$ cat src/rtl/psram_pkg.sv
// Shared types and constants for the PSRAM pin-group arbiter and its helpers.
package psram_pkg;

  // Arbiter states: bus free, bus owned, chip-select guard gap between owners.
  typedef enum logic [1:0] {
    IDLE  = 2'd0,
    GRANT = 2'd1,
    GUARD = 2'd2
  } arb_state_t;

  // Requester slots on the arbiter.
  localparam int REQ_MFCC    = 0;
  localparam int REQ_CONV1   = 1;
  localparam int REQ_CONV2   = 2;
  localparam int REQ_FC1     = 3;
  localparam int REQ_FC2     = 4;
  localparam int REQ_MAXPOOL = 5;
  localparam int REQ_SOFTMAX = 6;

  // Pad values driven whenever nobody owns the bus.
  localparam logic       PSRAM_IDLE_SCK    = 1'b0;
  localparam logic       PSRAM_IDLE_CE_N   = 1'b1;
  localparam logic [3:0] PSRAM_IDLE_DOUTEN = 4'h0;
  localparam logic [3:0] PSRAM_IDLE_DOUT   = 4'h0;

endpackage

$ cat src/rtl/psram_bus_arbiter_if.sv
// Requester-side handshake and pad-side signals of the PSRAM arbiter.
interface psram_bus_arbiter_if #(
  parameter int NUM_REQ = 7
);
  logic [NUM_REQ-1:0]   req;
  logic [NUM_REQ-1:0]   rel;
  logic [NUM_REQ-1:0]   gnt;
  logic [NUM_REQ-1:0]   req_sck;
  logic [NUM_REQ-1:0]   req_ce_n;
  logic [4*NUM_REQ-1:0] req_douten;
  logic [4*NUM_REQ-1:0] req_dout;
  logic [3:0]           req_din;
  logic                 psram_sck;
  logic                 psram_ce_n;
  logic [3:0]           psram_douten;
  logic [3:0]           psram_dout;
  logic [3:0]           psram_din;

  // Arbiter view: consumes requests and requester pins, drives grants and pads.
  modport slave (
    input  req, rel, req_sck, req_ce_n, req_douten, req_dout, psram_din,
    output gnt, req_din, psram_sck, psram_ce_n, psram_douten, psram_dout
  );

  // Requester/pad-environment view.
  modport master (
    output req, rel, req_sck, req_ce_n, req_douten, req_dout, psram_din,
    input  gnt, req_din, psram_sck, psram_ce_n, psram_douten, psram_dout
  );
endinterface

$ cat src/rtl/psram_bus_arbiter_rr_picker.sv
// Combinational round-robin priority encoder: first set request strictly after ptr.
module rr_picker #(
  parameter int  NUM_REQ = 7,
  localparam int IDW     = (NUM_REQ > 1) ? $clog2(NUM_REQ) : 1
) (
  input  logic [NUM_REQ-1:0] req,
  input  logic [IDW-1:0]     ptr,
  output logic               valid,
  output logic [IDW-1:0]     idx
);

  int             cand;
  logic [IDW-1:0] cand_idx;

  // Scan ptr+1, ptr+2, ... wrapping, and keep the first requester found.
  always_comb begin
    valid    = 1'b0;
    idx      = '0;
    cand     = 0;
    cand_idx = '0;
    for (int i = 1; i <= NUM_REQ; i++) begin
      cand     = (int'(ptr) + i) % NUM_REQ;
      cand_idx = IDW'(cand);
      if (!valid && req[cand_idx]) begin
        valid = 1'b1;
        idx   = cand_idx;
      end
    end
  end

endmodule

$ cat src/rtl/psram_bus_arbiter.sv
// Round-robin owner arbitration of the quad-SPI PSRAM pins with guard gap and watchdog.
module psram_bus_arbiter
  import psram_pkg::*;
#(
  parameter int  NUM_REQ        = 7,
  parameter int  GUARD_CYCLES   = 2,
  parameter int  TIMEOUT_CYCLES = 4096,
  localparam int IDW            = (NUM_REQ > 1) ? $clog2(NUM_REQ) : 1
) (
  input  logic                      clk,
  input  logic                      rst_n,
  psram_bus_arbiter_if.slave        bus,
  output logic                      busy,
  output logic [IDW-1:0]            owner_id,
  output logic                      timeout_err
);

  localparam logic [3:0]  GUARD_INIT = 4'(GUARD_CYCLES - 1);
  localparam logic [31:0] WDOG_LAST  = 32'(TIMEOUT_CYCLES - 1);

  arb_state_t         state;
  logic [NUM_REQ-1:0] gnt_q;
  logic [IDW-1:0]     rr_ptr;
  logic [3:0]         guard_cnt;
  logic [31:0]        wdog_cnt;
  logic               pick_valid;
  logic [IDW-1:0]     pick_idx;
  logic               owner_rel;
  logic               owner_req;
  logic               wdog_hit;

  rr_picker #(.NUM_REQ(NUM_REQ)) u_picker (
    .req   (bus.req),
    .ptr   (rr_ptr),
    .valid (pick_valid),
    .idx   (pick_idx)
  );

  assign owner_rel   = bus.rel[owner_id];
  assign owner_req   = bus.req[owner_id];
  assign wdog_hit    = (TIMEOUT_CYCLES != 0) && (wdog_cnt == WDOG_LAST);
  assign bus.gnt     = gnt_q;
  assign bus.req_din = bus.psram_din;
  assign busy        = (state != IDLE);

  // Ownership FSM: grant, hold until release/implicit release/watchdog, then guard.
  always_ff @(posedge clk or negedge rst_n) begin
    if (!rst_n) begin
      state       <= IDLE;
      gnt_q       <= '0;
      owner_id    <= '0;
      rr_ptr      <= IDW'(NUM_REQ - 1);
      guard_cnt   <= '0;
      wdog_cnt    <= '0;
      timeout_err <= 1'b0;
    end else begin
      timeout_err <= 1'b0;
      case (state)
        GRANT: begin
          if (owner_rel || !owner_req || wdog_hit) begin
            state       <= GUARD;
            gnt_q       <= '0;
            guard_cnt   <= GUARD_INIT;
            wdog_cnt    <= '0;
            timeout_err <= wdog_hit && !owner_rel && owner_req;
          end else begin
            wdog_cnt <= wdog_cnt + 32'd1;
          end
        end
        default: begin
          if (state == GUARD && guard_cnt != 4'd0) begin
            guard_cnt <= guard_cnt - 4'd1;
          end else if (pick_valid) begin
            state    <= GRANT;
            gnt_q    <= {{(NUM_REQ-1){1'b0}}, 1'b1} << pick_idx;
            owner_id <= pick_idx;
            rr_ptr   <= pick_idx;
            wdog_cnt <= '0;
          end else begin
            state <= IDLE;
          end
        end
      endcase
    end
  end

  // Pads follow the owner only while granted; idle values otherwise.
  always_comb begin
    bus.psram_sck    = PSRAM_IDLE_SCK;
    bus.psram_ce_n   = PSRAM_IDLE_CE_N;
    bus.psram_douten = PSRAM_IDLE_DOUTEN;
    bus.psram_dout   = PSRAM_IDLE_DOUT;
    if (state == GRANT) begin
      for (int i = 0; i < NUM_REQ; i++) begin
        if (owner_id == IDW'(i)) begin
          bus.psram_sck    = bus.req_sck[i];
          bus.psram_ce_n   = bus.req_ce_n[i];
          bus.psram_douten = bus.req_douten[4*i +: 4];
          bus.psram_dout   = bus.req_dout[4*i +: 4];
        end
      end
    end
  end

endmodule

$ cat src/flat_wrapper.sv
// flat-port wrapper written by rule: the top's interface ports become plain ports
module psram_bus_arbiter_flat import psram_pkg::*;
#(
  parameter int  NUM_REQ        = 7,
  parameter int  GUARD_CYCLES   = 2,
  parameter int  TIMEOUT_CYCLES = 4096,
  localparam int IDW            = (NUM_REQ > 1) ? $clog2(NUM_REQ) : 1
)
  (clk, rst_n, busy, owner_id, timeout_err, bus_req, bus_rel, bus_req_sck, bus_req_ce_n, bus_req_douten, bus_req_dout, bus_psram_din, bus_gnt, bus_req_din, bus_psram_sck, bus_psram_ce_n, bus_psram_douten, bus_psram_dout);
  psram_bus_arbiter_if #(.NUM_REQ(NUM_REQ)) bus_i ();
  input  logic clk;
  input  logic rst_n;
  output logic busy;
  output logic [IDW-1:0] owner_id;
  output logic timeout_err;
  input wire logic [$bits(bus_i.req)-1:0] bus_req;
  input wire logic [$bits(bus_i.rel)-1:0] bus_rel;
  input wire logic [$bits(bus_i.req_sck)-1:0] bus_req_sck;
  input wire logic [$bits(bus_i.req_ce_n)-1:0] bus_req_ce_n;
  input wire logic [$bits(bus_i.req_douten)-1:0] bus_req_douten;
  input wire logic [$bits(bus_i.req_dout)-1:0] bus_req_dout;
  input wire logic [$bits(bus_i.psram_din)-1:0] bus_psram_din;
  output wire logic [$bits(bus_i.gnt)-1:0] bus_gnt;
  output wire logic [$bits(bus_i.req_din)-1:0] bus_req_din;
  output wire logic [$bits(bus_i.psram_sck)-1:0] bus_psram_sck;
  output wire logic [$bits(bus_i.psram_ce_n)-1:0] bus_psram_ce_n;
  output wire logic [$bits(bus_i.psram_douten)-1:0] bus_psram_douten;
  output wire logic [$bits(bus_i.psram_dout)-1:0] bus_psram_dout;
  assign bus_i.req = bus_req;
  assign bus_i.rel = bus_rel;
  assign bus_i.req_sck = bus_req_sck;
  assign bus_i.req_ce_n = bus_req_ce_n;
  assign bus_i.req_douten = bus_req_douten;
  assign bus_i.req_dout = bus_req_dout;
  assign bus_i.psram_din = bus_psram_din;
  assign bus_gnt = bus_i.gnt;
  assign bus_req_din = bus_i.req_din;
  assign bus_psram_sck = bus_i.psram_sck;
  assign bus_psram_ce_n = bus_i.psram_ce_n;
  assign bus_psram_douten = bus_i.psram_douten;
  assign bus_psram_dout = bus_i.psram_dout;
  psram_bus_arbiter #(.NUM_REQ(NUM_REQ), .GUARD_CYCLES(GUARD_CYCLES), .TIMEOUT_CYCLES(TIMEOUT_CYCLES)) u_core (.clk(clk), .rst_n(rst_n), .bus(bus_i), .busy(busy), .owner_id(owner_id), .timeout_err(timeout_err));
endmodule
$ cat config.mk
export PLATFORM = sky130hd
export DESIGN_NAME = psram_bus_arbiter_flat
export DESIGN_NICKNAME = d
export VERILOG_FILES = /design/src/rtl/psram_pkg.sv /design/src/rtl/psram_bus_arbiter_if.sv /design/src/rtl/psram_bus_arbiter_rr_picker.sv /design/src/rtl/psram_bus_arbiter.sv /design/src/flat_wrapper.sv
export SDC_FILE = /design/constraint.sdc
export NUM_CORES = 1
export LEC_CHECK = 0
export BUFFER_PORTS_ARGS = -buffer_cell sky130_fd_sc_hd__buf_2
export CAP_MARGIN = 20
export CORE_MARGIN = 2
export CORE_UTILIZATION = 25
export CTS_CLUSTER_DIAMETER = 40
export DETAILED_ROUTE_END_ITERATION = 10
export GPL_TIMING_DRIVEN = 0
export SETUP_SLACK_MARGIN = 0.02
export SYNTH_ARGS = -nofsm -noshare
export SYNTH_HDL_FRONTEND = slang
export SYNTH_HIERARCHICAL = 1
export SYNTH_SLANG_ARGS = --single-unit
$ cat constraint.sdc
create_clock -name clk -period 11.7 [get_ports clk]
set_input_delay 1.755 -clock clk [delete_from_list [all_inputs] [get_ports clk]]
set_output_delay 1.755 -clock clk [all_outputs]
set_load 0.01 [all_outputs]
# Word-level counts from Yosys, hierarchy flattened
# Cells that the tools add are included.
# word_totals
output_inout_bits	26
word_cells	155
inputBits	90
regBits	52
# classes
reduce_logical	29
shifts	1
n_eq_ne	11
n_lt_le_gt_ge	8
muxes	81
n_bitwise	2
n_addsub	9
div	7
# op_table
cell	n
$mod 32x4->32 const B	7
$mux 32	4
$mux 4	19
$mux 1	35
$add 32x1->32 const B	1
$eq 32x12->1 const B	1
$lt 3x4->1 const B	8
$mux 7	4
$bmux 1 s3	9
$mux 3	7
$add 3x3->4 const B	4
$eq 3x3->1 const B	3
$logic_and 1x1->1	9
$add 3x2->4 const B	2
$logic_not 1->1	8
$shl 1x3->7 const A	1
$eq 3x2->1 const B	2
$mux 2	3
$reduce_and 2->1	3
$reduce_and 3->1	2
$reduce_bool 2->1	3
$add 3x1->4 const B	1
$reduce_bool 4->1	1
$sub 4x1->4 const B	1
other kinds (8)	10

# Logic depth before layout (Yosys ltp)
# depth
ltp_word	27
ltp_mapped	26
ltp_nobuf	21

# Cells and area by module
# Netlist, hierarchy kept.
# modules_own_cells
module	cells_per_inst	instances	seq_area_each_um2	area_per_inst_um2
psram_bus_arbiter	401	1	1278.7	3515.9
rr_picker	294	1	0.0	2245.9

# Worst setup path after synthesis
# Ideal clock, no wire load.
# synth_timing
path_kind	register to register
startpoint	register u_core.rr_ptr[1]
endpoint	register u_core.gnt_q[6] (netlist: u_core/bus.gnt[6])
t_arrival_ps	5565
synth_period_minus_slack_ps	5665
setup_slack_ps	6035
setup_ps	101
t_required_ps	11599
path_stages_with_launch	24
n_path_buf	4
path_cell_list	dfstp_2 > clkbuf_1 > inv_1 > ha_1 > inv_2 > ha_1 > ha_1 > buf_2 > a31oi_2 > xnor2_1 > ha_1 > clkbuf_1 > nand2_1 > o2111a_1 > or2_1 > o31ai_1 > o211ai_1 > a2111oi_4 > nand2_1 > or3_1 > o211ai_1 > o211ai_4 > buf_6 > o32ai_1
# synth_via
word_cells_on_any_way	60
classes_between	7 x add/sub; 7 x div; 1 x shift; 31 x mux; 14 x reduce/logical
# synth_rtl
item	line_no	source
start: declaration	psram_bus_arbiter.sv:23	logic [IDW-1:0] rr_ptr;
start signal: assignment	psram_bus_arbiter.sv:52	rr_ptr <= IDW'(NUM_REQ - 1);
start signal: assignment	psram_bus_arbiter.sv:77	rr_ptr <= pick_idx;
$add 3x1->4	psram_bus_arbiter_rr_picker.sv:22	cand = (int'(ptr) + i) % NUM_REQ;
$mod 32x4->32	psram_bus_arbiter_rr_picker.sv:22	
$bmux 1 s3	psram_bus_arbiter_rr_picker.sv:24	if (!valid && req[cand_idx]) begin
$mux 1 (not written as such)	psram_bus_arbiter_rr_picker.sv:24	
$mux 1	psram_bus_arbiter_rr_picker.sv:24	
$logic_not 1->1	psram_bus_arbiter_rr_picker.sv:24	
$logic_and 1x1->1	psram_bus_arbiter_rr_picker.sv:24	
$mux 1	psram_bus_arbiter_rr_picker.sv:24	
(+10 left out)	-	
$logic_and 1x1->1	psram_bus_arbiter_rr_picker.sv:24	
$mux 1	psram_bus_arbiter_rr_picker.sv:24	
$logic_not 1->1	psram_bus_arbiter_rr_picker.sv:24	
$logic_and 1x1->1	psram_bus_arbiter_rr_picker.sv:24	
$mux 1 *	psram_bus_arbiter_rr_picker.sv:24	
via u_core.pick_valid	psram_bus_arbiter.sv:26	logic pick_valid;
$reduce_bool 2->1 (no line) *	-	
$reduce_and 3->1 (no line) *	-	
end signal: assignment	psram_bus_arbiter.sv:75	gnt_q <= {{(NUM_REQ-1){1'b0}}, 1'b1} << pick_idx;
end: declaration	psram_bus_arbiter.sv:22	logic [NUM_REQ-1:0] gnt_q;
# Mark *: on every way through the listed nets, which the timed path passes. The rest lies on a longest branch. The select of a mux whose other input is x is not followed.
# A chain may end at the register's enable or synchronous reset.

# Worst setup path after layout
# layout_timing
startpoint	register u_core.rr_ptr[1]
endpoint	register u_core.gnt_q[1] (netlist: u_core/bus.gnt[1])
# layout_via
elab_chain_len	27
word_cells_on_any_way	60
classes_between	7 x add/sub; 7 x div; 1 x shift; 31 x mux; 14 x reduce/logical
# layout_rtl
item	line_no	source
$add 3x1->4	psram_bus_arbiter_rr_picker.sv:22	
$mod 32x4->32	psram_bus_arbiter_rr_picker.sv:22	
$bmux 1 s3	psram_bus_arbiter_rr_picker.sv:24	
$mux 1 (not written as such)	psram_bus_arbiter_rr_picker.sv:24	
$mux 1	psram_bus_arbiter_rr_picker.sv:24	
$logic_not 1->1	psram_bus_arbiter_rr_picker.sv:24	
$logic_and 1x1->1	psram_bus_arbiter_rr_picker.sv:24	
$mux 1	psram_bus_arbiter_rr_picker.sv:24	
(+12 left out)	-	
$logic_not 1->1	psram_bus_arbiter_rr_picker.sv:24	
$logic_and 1x1->1	psram_bus_arbiter_rr_picker.sv:24	
$mux 3 *	psram_bus_arbiter_rr_picker.sv:24	
via u_core.pick_idx[0]	psram_bus_arbiter.sv:27	logic [IDW-1:0] pick_idx;
$shl 1x3->7 *	psram_bus_arbiter.sv:75	
$mux 7 *	psram_bus_arbiter.sv:73	end else if (pick_valid) begin
$mux 7 *	psram_bus_arbiter.sv:71	if (state == GUARD && guard_cnt != 4'd0) begin
$mux 7 *	psram_bus_arbiter.sv:58	case (state)
# Marked as above.

==> impl_metrics.toml <==
[status]
status = "completed"

[routing]
dr.pass1.iters = 5
ant_nets = 0
vias_per_cell = 5.086
drt-initial-drc-count = 432
drc = 0
wl_per_cell_um = 15.06
num_vias = 5595
totalWireLength_um = 16570

[job]
max-cap-violations = 0

[worst_setup_path]
startpoint_type = "flop"
cp-end-kind = "flop"
reg2reg_slack_ns = 4.82
crit_type = "flop to flop"
reg2reg_from = "u_core/rr_ptr[1]$_DFFE_PN1P_"
crit_end = "u_core/bus.gnt[1]$_DFFE_PN0P_"
r2r_cells = 22
crit_path_start = "u_core/rr_ptr[1]$_DFFE_PN1P_"
arrival_ns = 7.06
crit_required_ns = 11.88
timing.rr.end = "u_core/bus.gnt[1]$_DFFE_PN0P_"
cp_max_fo = 10

[cts]
cts_hold_buffers = 0
cts_buffer_depth = 2
post_cts_resized = 0
clkTransAtPathRegs_ns = 0.07
root_buffer = "clkbuf_16"
numCtsBuffers = 5
clock_latency_ns = 0.28
cts_setup_buffers = 0
cts_tree = "done"
htreeDepth = 2
cts.sinks = 51

[timing]
timing.final.crit_share_pct = 58.77
rsz0062_at_grt = "false"
clock.fmax_ghz = 0.1454
final.hold.worst_slack_ns = 0.5287
worst-slew-pin-transition_ns = 0.7529
slew_violations = 0
setup_viol = 0
setup_tns_ns = 0
finalHoldViolCount = 0
max_slew_margin_pct = 49.59
finalCriticalPeriod_ns = 6.876
clock_skew_ns = 0.005005

[cells_and_area]
syn_to_final_growth_pct = 18.57
layout_common_cells = "buf_2, nor2_1, nand2_1, dfrtp_1, xnor2_1"
drive_gt1_share_pct = 24.91
final_common_cell = "buf_2"
fin_cells = 1100
n_fill_cell = 2450
fin_nets = 928
num_antenna_cells = 0
stdcell_area_sq_um = 6832

[global_routing]
antenna_found_initial = 0
grt_pass1_vias = 5255
grt_usage_pct = 13.17
use_met2_pct = 22.42
gr-total-overflow = 0
met1_usage_pct = 18.18
met3_usage_pct = 1.667
gr-max-usage-layer = "met2"
grt_max_degree = 35
grt_pass1_wl_um = 26500

[power_and_ir_drop]
p_leak_nw = 2.931
total_power_mw = 2.314
power_density_nw_per_um2 = 338.8
irDropWorstVdd_mv = 0.1840

[floorplanning]
num_rows = 55
start_util_pct = 25.45
coreArea_sq_um = 22640
io_pins = 116
dieWidth_um = 155.8
die_h_um = 155.8
dieArea_sq_um = 24280

[synthesis]
ys_seq_area_share_pct = 22.19
yosysTopAreaCellShare_pct = 21.28
avgSynthCellArea_sq_um = 8.290
synth_area_sq_um = 5762
netlist_instances = 695
ys.flop_type = "dfrtp_1"
yosys_register_bits = 51
synthesis.nets = 809
synth_area_leaders = "dfrtp_1, xnor2_1, ha_1"
yosysTopAreaCell = "dfrtp_1"
synth-edff-count = 0
async_flop_share_pct = 100.0
ys_warn_count = 6
synth_cell_types = 97

[placed_design]
dp_hpwl_um = 13110
placedCellCount = 1092
portBuffers = 111
place_area_sq_um = 6694
gp_congestion = 0.8434

[hold_path]
hp-class = "flop to flop"
hold_path.startpoint = "u_core/rr_ptr[2]$_DFFE_PN1P_"
## cell usage after synthesis (8+ instances only)
library cell / instances
mux2_2: 13
clkbuf_1: 23
nor3_1: 9
nand3_1: 16
inv_1: 36
o211a_1: 8
nand4_1: 9
mux2i_1: 28
dfrtp_1: 49
ha_1: 24
o21ai_0: 25
buf_2: 8
xnor2_1: 40
o211ai_1: 15
nor2b_1: 15
nor4_1: 12
nand2_1: 66
nor2_1: 69
a21oi_1: 24
o22ai_1: 12
a22o_1: 10
## through the flow
step	utilization, %	worst slack (ns)
final	30.17	4.824
after global routing	30.17	4.263
after CTS	30.17	4.810
after detailed placement	29.57	4.830
after global placement	29.48	4.916
after floorplan	-	6.035
## report_power, final
| part | internal (mW) | switching (mW) | leakage, nW |
|---|---|---|---|
| clock network | 0.0791 | 0.0594 | 0.0679 |
| logic | 0.773 | 1.17 | 2.17 |
| registers | 0.206 | 0.0306 | 0.689 |
| total | 1.06 | 1.26 | 2.93 |
## area by class of cell
class	instances	area [sq um]	share of cell area, %
Multi-Input combinational cell	555	4059	59.41
Sequential cell	51	1279	18.72
Timing Repair Buffer	112	575.6	8.425
Tap cell	285	356.6	5.220
Buffer	48	270.3	3.956
Inverter	41	153.9	2.253
Clock buffer	7	132.6	1.941
Clock inverter	1	5.005	0.07326
## worst max-delay path: stages, from the launching register on
cell	delay [ns]
dfstp_2	0.62
clkbuf_1	0.36
inv_1	0.25
ha_1	0.52
inv_2	0.19
ha_1	0.24
ha_1	0.17
buf_2	0.17
a31oi_2	0.17
xnor2_1	0.20
ha_1	0.20
clkbuf_1	0.37
nand2_1	0.14
o2111a_1	0.19
or2_1	0.28
o31ai_1	0.24
o211ai_1	0.21
a2111oi_4	0.64
nand4bb_1	0.25
a31oi_1	0.57
inv_1	0.14
or3_1	0.42
o32ai_1	0.24
## sequential cells by signal, indices dropped and copies added, names as in the netlist
signal / count
u_core/bus.gnt: 7
u_core/guard_cnt: 4
u_core/owner_id: 3
u_core/rr_ptr: 2
u_core/state: 2
u_core/timeout_err: 1
u_core/wdog_cnt: 32
## worst min-delay path by stage
stage,endpoint,slack [ns],cells past startpoint
3_3_place_gp,u_core/wdog_cnt[1]$_DFFE_PN0P_,0.50,2
5_1_grt,u_core/rr_ptr[2]$_DFFE_PN1P_,0.56,2
2_1_floorplan,u_core/wdog_cnt[1]$_DFFE_PN0P_,0.48,2
6_report,u_core/rr_ptr[2]$_DFFE_PN1P_,0.53,2
4_1_cts,u_core/rr_ptr[2]$_DFFE_PN1P_,0.53,2
3_5_place_dp,u_core/wdog_cnt[1]$_DFFE_PN0P_,0.52,2
## metal layers
metal,wire (um),share of wire (%)
met2,7794,47
met1,7736,47
met5,0,0
met4,205,1.2
met3,829,5.0
## cell families (layout without fill, tap and decap cells)
kind of cell             Yosys count  count (layout)  synth area share, %
AND/OR/NAND/NOR                  267             267                25.52
AO/OA/AOI/OAI                    171             171                23.30
buffers and inverters             89             209                7.362
flip-flops                        51              51                22.19
XOR/XNOR                          47              47                7.405
multiplexers                      46              46                9.012
adder cells (fa/ha/maj)           24              24                5.212
No activity file was read; power rests on OpenSTA's default activity.
